File: src/rtl/alu_seq_if.sv
// Operand/result bus between the processor control FSM (master) and alu_seq (slave).
// The master raises start with select/in1/in2 and waits for done before reading out and the flags.
interface alu_seq_if #(
  parameter int WIDTH = 32
);
  logic             start;
  logic [3:0]       select;
  logic [WIDTH-1:0] in1;
  logic [WIDTH-1:0] in2;
  logic [WIDTH-1:0] out;
  logic             busy;
  logic             done;
  logic             zero;
  logic             neg;
  logic             carry;
  logic             ovf;
  logic             err;

  modport master (
    output start, select, in1, in2,
    input  out, busy, done, zero, neg, carry, ovf, err
  );

  modport slave (
    input  start, select, in1, in2,
    output out, busy, done, zero, neg, carry, ovf, err
  );
endinterface

File: src/rtl/alu_seq.sv
// Registered ALU with a start/done handshake, status flags and an illegal-opcode error.
// Single-cycle ops complete on the accept edge; mul iterates shift-add for WIDTH cycles.
module alu_seq #(
  parameter int WIDTH = 32,
  parameter int SHW   = $clog2(WIDTH)
) (
  input logic   clk,
  input logic   rst_n,
  alu_seq_if.slave bus
);

  localparam int CW = SHW + 1;

  typedef enum logic {IDLE, MUL} state_t;

  state_t             state_reg, state_next;
  logic [CW-1:0]      cnt_reg, cnt_next;
  logic [2*WIDTH-1:0] acc_reg, acc_next;
  logic [2*WIDTH-1:0] mcand_reg, mcand_next;
  logic [WIDTH-1:0]   mplier_reg, mplier_next;
  logic [WIDTH-1:0]   out_reg, out_next;
  logic               busy_reg, busy_next;
  logic               done_reg, done_next;
  logic               zero_reg, zero_next;
  logic               neg_reg, neg_next;
  logic               carry_reg, carry_next;
  logic               ovf_reg, ovf_next;
  logic               err_reg, err_next;

  // Single-cycle operation results, evaluated straight from the bus inputs
  logic [SHW-1:0]   sh;
  logic [WIDTH:0]   add_ext, sub_ext, shl_ext, shr_ext, sra_ext;
  logic [WIDTH-1:0] op_res;
  logic             op_carry, op_ovf, op_err;
  logic [2*WIDTH-1:0] acc_step;

  always_comb begin
    sh       = bus.in2[SHW-1:0];
    add_ext  = {1'b0, bus.in1} + {1'b0, bus.in2};
    sub_ext  = {1'b0, bus.in1} - {1'b0, bus.in2};
    // The extra bit beside the operand catches the last bit shifted out
    shl_ext  = {1'b0, bus.in1} << sh;
    shr_ext  = {bus.in1, 1'b0} >> sh;
    sra_ext  = $signed({bus.in1, 1'b0}) >>> sh;
    op_res   = '0;
    op_carry = 1'b0;
    op_ovf   = 1'b0;
    op_err   = 1'b0;
    case (bus.select)
      4'd0: begin
        op_res   = add_ext[WIDTH-1:0];
        op_carry = add_ext[WIDTH];
        op_ovf   = (bus.in1[WIDTH-1] == bus.in2[WIDTH-1]) &&
                   (op_res[WIDTH-1] != bus.in1[WIDTH-1]);
      end
      4'd1: begin
        op_res   = sub_ext[WIDTH-1:0];
        op_carry = sub_ext[WIDTH];
        op_ovf   = (bus.in1[WIDTH-1] != bus.in2[WIDTH-1]) &&
                   (op_res[WIDTH-1] != bus.in1[WIDTH-1]);
      end
      4'd2: op_res = bus.in1 & bus.in2;
      4'd3: op_res = bus.in1 | bus.in2;
      4'd4: op_res = bus.in1 ^ bus.in2;
      4'd5: op_res = ~bus.in1;
      4'd6: begin
        op_res   = shl_ext[WIDTH-1:0];
        op_carry = shl_ext[WIDTH];
      end
      4'd7: begin
        op_res   = sra_ext[WIDTH:1];
        op_carry = sra_ext[0];
      end
      4'd8: begin
        op_res   = shr_ext[WIDTH:1];
        op_carry = shr_ext[0];
      end
      default: op_err = 1'b1;
    endcase
  end

  always_comb begin
    state_next  = state_reg;
    cnt_next    = cnt_reg;
    acc_next    = acc_reg;
    mcand_next  = mcand_reg;
    mplier_next = mplier_reg;
    out_next    = out_reg;
    busy_next   = busy_reg;
    done_next   = 1'b0;
    zero_next   = zero_reg;
    neg_next    = neg_reg;
    carry_next  = carry_reg;
    ovf_next    = ovf_reg;
    err_next    = err_reg;
    acc_step    = acc_reg + (mplier_reg[0] ? mcand_reg : '0);

    case (state_reg)
      IDLE: begin
        if (bus.start) begin
          if (bus.select == 4'd9) begin
            mcand_next  = {{WIDTH{1'b0}}, bus.in1};
            mplier_next = bus.in2;
            acc_next    = '0;
            cnt_next    = CW'(WIDTH);
            busy_next   = 1'b1;
            state_next  = MUL;
          end else begin
            out_next   = op_res;
            carry_next = op_carry;
            ovf_next   = op_ovf;
            err_next   = op_err;
            done_next  = 1'b1;
          end
        end
      end
      MUL: begin
        acc_next    = acc_step;
        mcand_next  = mcand_reg << 1;
        mplier_next = mplier_reg >> 1;
        cnt_next    = cnt_reg - 1'b1;
        if (cnt_reg == CW'(1)) begin
          out_next   = acc_step[WIDTH-1:0];
          carry_next = 1'b0;
          ovf_next   = |acc_step[2*WIDTH-1:WIDTH];
          err_next   = 1'b0;
          busy_next  = 1'b0;
          done_next  = 1'b1;
          state_next = IDLE;
        end
      end
      default: state_next = IDLE;
    endcase

    // Flags follow whatever out is about to become, only on a completion
    if (done_next) begin
      zero_next = (out_next == '0);
      neg_next  = out_next[WIDTH-1];
    end
  end

  always_ff @(posedge clk or negedge rst_n) begin
    if (!rst_n) begin
      state_reg  <= IDLE;
      cnt_reg    <= '0;
      acc_reg    <= '0;
      mcand_reg  <= '0;
      mplier_reg <= '0;
      out_reg    <= '0;
      busy_reg   <= 1'b0;
      done_reg   <= 1'b0;
      zero_reg   <= 1'b0;
      neg_reg    <= 1'b0;
      carry_reg  <= 1'b0;
      ovf_reg    <= 1'b0;
      err_reg    <= 1'b0;
    end else begin
      state_reg  <= state_next;
      cnt_reg    <= cnt_next;
      acc_reg    <= acc_next;
      mcand_reg  <= mcand_next;
      mplier_reg <= mplier_next;
      out_reg    <= out_next;
      busy_reg   <= busy_next;
      done_reg   <= done_next;
      zero_reg   <= zero_next;
      neg_reg    <= neg_next;
      carry_reg  <= carry_next;
      ovf_reg    <= ovf_next;
      err_reg    <= err_next;
    end
  end

  assign bus.out   = out_reg;
  assign bus.busy  = busy_reg;
  assign bus.done  = done_reg;
  assign bus.zero  = zero_reg;
  assign bus.neg   = neg_reg;
  assign bus.carry = carry_reg;
  assign bus.ovf   = ovf_reg;
  assign bus.err   = err_reg;

endmodule

File: src/flat_wrapper.sv
// flat-port wrapper written by rule: the top's interface ports become plain ports
module alu_seq_flat 
#(
  parameter int WIDTH = 32,
  parameter int SHW   = $clog2(WIDTH)
)
  (clk, rst_n, bus_start, bus_select, bus_in1, bus_in2, bus_out, bus_busy, bus_done, bus_zero, bus_neg, bus_carry, bus_ovf, bus_err);
  alu_seq_if #(.WIDTH(WIDTH)) bus_i ();
  input logic clk;
  input logic rst_n;
  input wire logic [$bits(bus_i.start)-1:0] bus_start;
  input wire logic [$bits(bus_i.select)-1:0] bus_select;
  input wire logic [$bits(bus_i.in1)-1:0] bus_in1;
  input wire logic [$bits(bus_i.in2)-1:0] bus_in2;
  output wire logic [$bits(bus_i.out)-1:0] bus_out;
  output wire logic [$bits(bus_i.busy)-1:0] bus_busy;
  output wire logic [$bits(bus_i.done)-1:0] bus_done;
  output wire logic [$bits(bus_i.zero)-1:0] bus_zero;
  output wire logic [$bits(bus_i.neg)-1:0] bus_neg;
  output wire logic [$bits(bus_i.carry)-1:0] bus_carry;
  output wire logic [$bits(bus_i.ovf)-1:0] bus_ovf;
  output wire logic [$bits(bus_i.err)-1:0] bus_err;
  assign bus_i.start = bus_start;
  assign bus_i.select = bus_select;
  assign bus_i.in1 = bus_in1;
  assign bus_i.in2 = bus_in2;
  assign bus_out = bus_i.out;
  assign bus_busy = bus_i.busy;
  assign bus_done = bus_i.done;
  assign bus_zero = bus_i.zero;
  assign bus_neg = bus_i.neg;
  assign bus_carry = bus_i.carry;
  assign bus_ovf = bus_i.ovf;
  assign bus_err = bus_i.err;
  alu_seq #(.WIDTH(WIDTH), .SHW(SHW)) u_core (.clk(clk), .rst_n(rst_n), .bus(bus_i));
endmodule
File: config.mk
export PLATFORM = sky130hd
export DESIGN_NAME = alu_seq_flat
export DESIGN_NICKNAME = d
export VERILOG_FILES = /design/src/rtl/alu_seq_if.sv /design/src/rtl/alu_seq.sv /design/src/flat_wrapper.sv
export SDC_FILE = /design/constraint.sdc
export NUM_CORES = 1
export LEC_CHECK = 0
export ABC_AREA = 1
export CAP_MARGIN = 0
export CELL_PAD_IN_SITES_DETAIL_PLACEMENT = 1
export CELL_PAD_IN_SITES_GLOBAL_PLACEMENT = 1
export CORE_ASPECT_RATIO = 1.4
export CORE_MARGIN = 2
export CORE_UTILIZATION = 44
export DETAILED_ROUTE_END_ITERATION = 10
export PLACE_DENSITY_LB_ADDON = 0.1
export SETUP_SLACK_MARGIN = 0.3
export SLEW_MARGIN = 10
export SYNTH_ARGS = -nofsm -noshare
export SYNTH_HDL_FRONTEND = slang
export SYNTH_SLANG_ARGS = --single-unit
File: constraint.sdc
create_clock -name clk -period 4.4 [get_ports clk]
set_input_delay 1.32 -clock clk [delete_from_list [all_inputs] [get_ports clk]]
set_output_delay 1.32 -clock clk [all_outputs]
set_load 0.05 [all_outputs]
==> results of run 1 <==
-- cells in the mapped netlist (5+ instances only) --
library cell  instances  area [um^2]
nand2_1            1361         5109
inv_1               569         2136
nand3_1             501         2507
nor2_1              379         1423
a21oi_1             206         1031
dfrtp_1             206         5155
o21ai_0             171        855.8
ha_1                162         2027
o22ai_1              85        531.8
clkbuf_1             68        255.2
nand4_1              54        337.8
buf_2                53        265.3
nor3_1               38        190.2
xor2_1               32        280.3
o221ai_1             31        271.5
buf_1                21        78.83
and2_1               18        112.6
inv_2                17        63.81
o211ai_1             17        127.6
o21bai_1             17        127.6
xnor2_1              16        140.1
a22o_1               14        122.6
a21o_1               12        90.09
nand3b_1             12        90.09
o21ai_1              12        60.06
buf_4                11        82.58
o21a_1                8        60.06
a31oi_1               7        43.79
buf_6                 7        78.83
nor2_2                7        43.79
nand2_2               5        31.28
-- per-stage QoR --
step	instances	setup slack [ps]	instance area [um^2]
2_1_floorplan	4158	518.0	24100
3_3_place_gp	5359	-431.9	29530
3_5_place_dp	5359	-531.6	29530
4_1_cts	5409	220.5	30550
-- what timing repair did --
action                                  in CTS
pin swaps                                    4
buffers inserted                             6
endpoints found under the setup margin       2
hold endpoints to repair                     0
resized for setup                           23
gates cloned                                 0
-- logic make-up after synthesis --
family / count (synthesis) / share of synthesized area, %
AOI/OAI and AO/OA: 598 / 14.43
xor gates and xnor gates: 48 / 1.744
adders and majority gates: 165 / 8.660
buffers and inverters: 749 / 12.34
DFF: 206 / 21.39
and+or+nand+nor: 2392 / 41.44
-- metal layers --
metal / GRT overflow / track usage [%]
met5: 0 / 1.045
met2: 6 / 88.42
met3: 0 / 21.64
met1: 0 / 55.88
met4: 7 / 65.52
==> impl_metrics.csv, run 1 <==
group,metric,value,unit
floorplanning,fp-row-count,101,
placed_design,io_buffer_count,109,
floorplanning,chipHeight,280.9,um
clocking,clk_path_buf_depth,3,
synthesis,yosysUniqueCellTypes,53,
sta,postGrtWorstEndpoint,"u_core.bus.zero$_DFFE_PN0P_/D",
global_route,overflow,13,
synthesis,async_reset_ff_share,100.0,%
global_route,grt_usage,57.42,%
outcome,lastStage,"global routing",
placed_design,gp_congestion,1.125,
clocking,hold_buffers,0,
sta,worstEpCategory,"register input",
clocking,clock-sinks,206,
synthesis,synth_warnings,0,
floorplanning,start_util,44.45,%
synthesis,syn_area,0.02410,mm^2
synthesis,synthFlopType,"dfrtp_1",
synthesis,syn_area_per_cell,5.796,um^2
synthesis,netlist_instances,4158,
global_route,grt_max_degree,160,
clocking,htree_num_levels,1,
clocking,root_buffer,"clkbuf_16",
synthesis,synth_fp_nets,4394,
floorplanning,ios,110,
placed_design,dp.final_hpwl,115000,um
synthesis,seq_area_frac_synth,21.39,%
outcome,error_message,"[ERROR GRT-0232] Routing congestion too high. Check the congestion heatmap in the GUI.",
clocking,numCtsBuffers,24,
outcome,outcome,"did not finish",
synthesis,synth-edff-count,0,
synthesis,ys_seq_elements,206,
floorplanning,die_w,201.8,um
==> run 2, diff against run 1 <==
Settings changed: CELL_PAD_IN_SITES_DETAIL_PLACEMENT 1 to not set, CELL_PAD_IN_SITES_GLOBAL_PLACEMENT 1 to not set, CORE_ASPECT_RATIO 1.4 to not set, CORE_UTILIZATION 44 to 30, PLACE_DENSITY_LB_ADDON 0.1 to 0.15, SETUP_SLACK_MARGIN 0.3 to not set.
==> run 2 against run 1 <==
The flow now finishes without violations. Area after synthesis is the same. Synthesized cell count is the same.
==> impl_metrics.csv, run 2 <==
group,metric,value,unit
outcome,outcome,"finished, final reports clean",
global_route,grtUsageMet1,45.82,%
clocking,hold_buffers,0,
global_route,use_met2,45.97,%
synthesis,synth.area.top_cells,"dfrtp_1 (21%), nand2_1 (21%), nand3_1 (10%)",
synthesis,synth_compound_area_share,14.43,%
global_route,overflow,0,
clocking,htree_num_levels,1,
setup_path,reg2regPathDepth,19,
detailed_routing,drt_pass1_iterations,6,
synthesis,synth_fp_nets,4394,
floorplanning,fp-row-count,103,
pwr,peakVddDrop,0.0002949,V
floorplanning,die-area,0.08261,mm^2
synthesis,synth_warnings,0,
setup_path,cp_max_fo,8,
detailed_routing,ant_nets,0,
setup_path,worstPathRequired,4930,ps
clocking,clk_pin_slew_worst_paths,60,ps
synthesis,async_reset_ff_share,100.0,%
floorplanning,ios,110,
floorplanning,fp.coreArea,0.07926,mm^2
global_route,antenna_found_initial,3,
min_path,whs_path_depth,2,
placed_design,dpl_cell_area,0.03045,mm^2
floorplanning,die_w,287.4,um
finish,drive_above_1_share,14.92,%
finish,finalNetCount,4967,
detailed_routing,drt_wl_total,133000,um
global_route,grt_pass1_wl,193000,um
finish,layout_common_cells,"nand2_1 (1,358), buf_4 (577), inv_1 (569)",
sta,hold_violations,0,
synthesis,synth_largest_area_cell,"dfrtp_1",
synthesis,ys_seq_elements,206,
sta,fin_skew,27.06,ps
clocking,clk_path_buf_depth,3,
sta,drv_slew,0,
pwr,swShare,50.06,%
pwr,clkPwrFrac,16.9,%
global_route,use_met3,5.063,%
synthesis,synth_top_family_by_area,"simple AND/OR/NAND/NOR gates",
pwr,pwr-share-comb,57.5,%
clocking,clock-sinks,206,
placed_design,placed_cells,5752,
finish,final_core_util,39.62,%
pwr,power_frac_seq,25.6,%
setup_path,crit_type,"in -> reg",
pwr,p_per_area,421.2,mW/mm^2
detailed_routing,wl_per_cell,22.90,um
finish,area_growth_syn_to_layout,30.32,%
detailed_routing,drt_iter0_drc,3542,
sta,finalCritPeriodShare,98.39,%
placed_design,dp.final_hpwl,111000,um
detailed_routing,drc,0,
synthesis,synth.mux.area_fraction,0,%
placed_design,gp_congestion,1.082,
pwr,p_total,13.23,mW
floorplanning,chipHeight,287.4,um
sta,rsz0062_at_grt,"yes",
finish,nFillCells,8903,
placed_design,place_ws,-690.7,ps
pwr,leakagePower,16.77,nW
sta,timing.setup.tns,0,ps
clocking,post_cts_buffers,0,
finish,final_cell_area,0.03141,mm^2
synthesis,yosysUniqueCellTypes,53,
synthesis,seq_area_frac_synth,21.39,%
global_route,grt_max_degree,81,
clocking,tritoncts,"done",
sta,max_freq,231.0,MHz
sta,setup_violations,0,
placed_design,io_buffer_count,109,
synthesis,netlist_instances,4158,
clocking,root_buffer,"clkbuf_16",
clocking,numCtsBuffers,27,
synthesis,synthTopCellsByCount,"nand2_1 (1,361), inv_1 (569), nand3_1 (501)",
finish,fin_cells,5805,
setup_path,worstPathArrival,4860,ps
pwr,switchingPower,6.621,mW
synthesis,synthMostInstantiatedCell,"nand2_1",
synthesis,synth_fa_ha_area_share,8.660,%
sta,tightest_slew,809.3,ps
finish,final_common_cell,"nand2_1",
sta,slew_headroom,46.05,%
synthesis,synth_top_area_share,21.39,%
synthesis,synth-edff-count,0,
detailed_routing,vias,30592,
global_route,grt_usage,31.54,%
sta,whs,474.2,ps
job,cap_violations,0,
synthesis,syn_area_per_cell,5.796,um^2
sta,worst_slack,70.78,ps
pwr,internal_power,6.605,mW
setup_path,crit_path_start_kind,"input port",
global_route,grt_pass1_vias,29160,
floorplanning,start_util,30.41,%
synthesis,synth-simple-area-share,41.44,%
synthesis,synthXorXnorAreaFrac,1.744,%
global_route,busiest_layer,"met2",
min_path,hold_path_class,"reg -> reg",
sta,period_minus_slack,4329,ps
synthesis,synthFlopType,"dfrtp_1",
synthesis,syn_area,0.02410,mm^2
detailed_routing,avgViaCountPerCell,5.270,
setup_path,crit_path_end_kind,"flop",
clocking,insertion_delay,590,ps
-- run 2: cell counts after synthesis --
Identical to the previous run, type by type.
-- run 2: layout make-up --
| class | count | area [um^2] | area share, % |
|---|---|---|---|
| Inverter | 589 | 2217 | 7.060 |
| Sequential cell | 206 | 5160 | 16.43 |
| Timing Repair Buffer | 704 | 5778 | 18.40 |
| Clock buffer | 38 | 777.0 | 2.474 |
| Tap cell | 1050 | 1314 | 4.183 |
| Antenna cell | 4 | 10.01 | 0.03187 |
| Multi-Input combinational cell | 3203 | 16050 | 51.12 |
| Clock inverter | 11 | 95.09 | 0.3028 |
-- run 2: kinds of logic (layout without fill, tap and decap cells) --
family | after synthesis | count (layout)
and+or+nand+nor | 2392 | 2392
other | 0 | 4
buffers and inverters | 749 | 1342
DFF | 206 | 206
adders and majority gates | 165 | 165
xor gates and xnor gates | 48 | 48
AOI/OAI and AO/OA | 598 | 598
-- run 2: repair_timing --
item                                   in CTS  in global routing
setup endpoints to repair                   1                  2
pin swaps                                   0                  1
resized for setup                           3                 18
endpoints found under the hold margin       0                  0
-- run 2: worst paths after layout --
path                                 startpoint  slack [ps]                   end
max reg2reg                u_core.mplier_reg[0]         280        u_core.bus.ovf
max in group asynchronous                 rst_n        2830    u_core.acc_reg[57]
min in group asynchronous                 rst_n         720  u_core.mplier_reg[8]
min reg2reg                     u_core.bus.busy         470       u_core.bus.busy
min                             u_core.bus.busy         470       u_core.bus.busy
max                               bus_select[1]          70       u_core.bus.zero
-- run 2: layer usage --
| layer | up-vias | wire [um] |
|---|---|---|
| li1 | 14597 | - |
| met1 | 14462 | 60980 |
| met2 | 1339 | 53720 |
| met3 | 192 | 11830 |
| met4 | 2 | 6420 |
| met5 | - | 13 |
-- run 2: worst max-delay path, stage by stage --
cell and delay, ps:
clkdlybuf4s50_1 580, inv_2 150, buf_4 110, nor2_1 40, nand2_1 90, buf_4 110, inv_1 300, nand2_1 180
o21ai_0 200, nor3_2 370, buf_4 180, o21ai_1 50, a21oi_1 150, buf_4 150, nand3_1 110, nand2_1 90
nand2_1 50, nand2_1 50, nand2_1 80, nor2_1 100, nand2_1 60, nor2_1 150, nand4_1 120, nand2_1 80
-- run 2: power by group through the flow --
stage	sequential [mW]	clock (mW)	combinational, mW
floorplan	3.58	0	4.14
global placement	3.39	0	7.49
detailed placement	3.39	0	7.50
CTS	3.37	2.28	7.54
global route	3.47	2.35	8.32
finish	3.39	2.23	7.61
Power figures use the tool's default switching activity.
==> run 3, diff against run 2 <==
Settings changed: DONT_BUFFER_PORTS set to 1.
==> run 3 against run 2 <==
Via count down 7.8%. Hold slack worse by 59 ps. Non-clock buffer count down 577. Highest routed layer unchanged.
==> impl_metrics.csv, run 3 (synthesis results as in run 2) <==
group,metric,value,unit
outcome,outcome,"finished, final reports clean",
placed_design,place_ws,-2.481,ps
floorplanning,ios,110,
detailed_routing,drt_wl_total,125200,um
floorplanning,die-area,0.08261,mm^2
setup_path,crit_path_start_kind,"flop",
min_path,hold_path_class,"in -> async",
detailed_routing,wl_per_cell,23.97,um
finish,layout_common_cells,"nand2_1 (1,360), inv_1 (569), nand3_1 (501)",
sta,fin_skew,34.60,ps
finish,area_growth_syn_to_layout,11.02,%
floorplanning,fp.coreArea,0.07926,mm^2
sta,drv_slew,0,
detailed_routing,avgViaCountPerCell,5.400,
floorplanning,start_util,30.41,%
pwr,peakVddDrop,0.0003774,V
sta,finalCritPeriodShare,92.53,%
detailed_routing,drc,0,
global_route,grt_pass1_vias,27001,
sta,hold_violations,0,
job,cap_violations,0,
pwr,p_per_area,472.3,mW/mm^2
floorplanning,chipHeight,287.4,um
sta,tightest_slew,1291,ps
sta,slew_headroom,13.62,%
clocking,clock-sinks,206,
placed_design,io_buffer_count,0,
sta,timing.setup.tns,0,ps
detailed_routing,ant_nets,0,
detailed_routing,drt_iter0_drc,3177,
sta,max_freq,245.6,MHz
global_route,grt_max_degree,207,
clocking,tritoncts,"done",
clocking,clk_pin_slew_worst_paths,60,ps
setup_path,crit_type,"reg -> reg",
sta,rsz0062_at_grt,"no",
global_route,overflow,0,
finish,finalNetCount,4391,
sta,worst_slack,328.8,ps
floorplanning,fp-row-count,103,
sta,setup_violations,0,
clocking,numCtsBuffers,28,
clocking,clk_path_buf_depth,3,
finish,final_common_cell,"nand2_1",
pwr,leakagePower,14.11,nW
floorplanning,die_w,287.4,um
placed_design,dp.final_hpwl,101400,um
finish,drive_above_1_share,5.273,%
finish,antenna_cells,0,
setup_path,worstPathRequired,4920,ps
placed_design,gp_congestion,1.053,
clocking,root_buffer,"clkbuf_16",
setup_path,worstPathArrival,4590,ps
clocking,htree_num_levels,1,
global_route,antenna_found_initial,4,
clocking,hold_buffers,0,
sta,period_minus_slack,4071,ps
global_route,grt_usage,29.88,%
setup_path,crit_path_end_kind,"flop",
detailed_routing,drt_pass1_iterations,7,
global_route,grt_pass1_wl,183100,um
setup_path,cp_max_fo,23,
clocking,insertion_delay,630,ps
detailed_routing,vias,28198,
-- run 3: layout make-up --
type                    count  area, um^2
clock inverters             8       171.4
flip-flops and latches    206        5160
clock buffers              39       812.0
fillers                  9098       52500
repair buffers            127        1091
inverters                 589        2218
well taps                1050        1314
multi-input cells        3203       15990
-- run 3: worst paths after layout --
check / from / to / slack (ps) / depth (start not counted)
max: u_core.mplier_reg[0] / u_core.bus.ovf / 330 / 17
min: rst_n / u_core.mplier_reg[16] / 420 / 0
max reg2reg: u_core.mplier_reg[0] / u_core.bus.ovf / 330 / 17
min reg2reg: u_core.mplier_reg[28] / u_core.mplier_reg[27] / 470 / 2
max in group asynchronous: rst_n / u_core.mplier_reg[0] / 3480 / 0
min in group clk: u_core.mplier_reg[28] / u_core.mplier_reg[27] / 470 / 2
-- run 3: timing repair --
item / in CTS / in global routing
endpoints found under the hold margin: 0 / 0
endpoints found under the setup margin: 0 / 1
setup buffers: 0 / 0
resized for setup: 0 / 1
-- run 3: where the power goes --
part | switching (mW) | internal (mW) | leakage, nW
Sequential | 1.38 | 2.67 | 2.62
Clock | 0.990 | 1.51 | 0.477
Combinational | 4.14 | 1.94 | 11.0
-- run 3: worst max-delay path: stages (launching register included) --
cell and delay [ps]:
dfrtp_4 620, buf_4 260, nand2_1 70, inv_1 40, ha_1 330, a21oi_1 240, o21ai_0 190, a21oi_1 230
a21boi_0 520, nand3_1 250, xnor2_1 260, nand2_1 80, nor2_1 130, nand2_1 150, nor2_1 270, nand3_1 150
nand3_1 110, nand2_1 50
-- run 3: stage by stage --
step                hold WS, ps  std cells  utilization [%]  power [mW]  area [um^2]
floorplan                 453.1       4158                -       7.721        24100
global placement          469.1       5175            32.51       10.08        25770
detailed placement        472.7       5175            32.51       10.07        25770
CTS                       341.4       5222            33.75       12.65        26750
global route              394.2       5222            33.76       13.52        26760
finish                    415.3       5222            33.76       12.64        26760
-- run 3: per-layer routing --
layer / GRT usage, % / up-vias / wire (um)
met3: 7.627 / 197 / 13010
met2: 42.51 / 1261 / 49890
met5: 0 / - / 14
met4: 13.18 / 2 / 6331
met1: 42.10 / 13312 / 55910
li1: - / 13426 / -
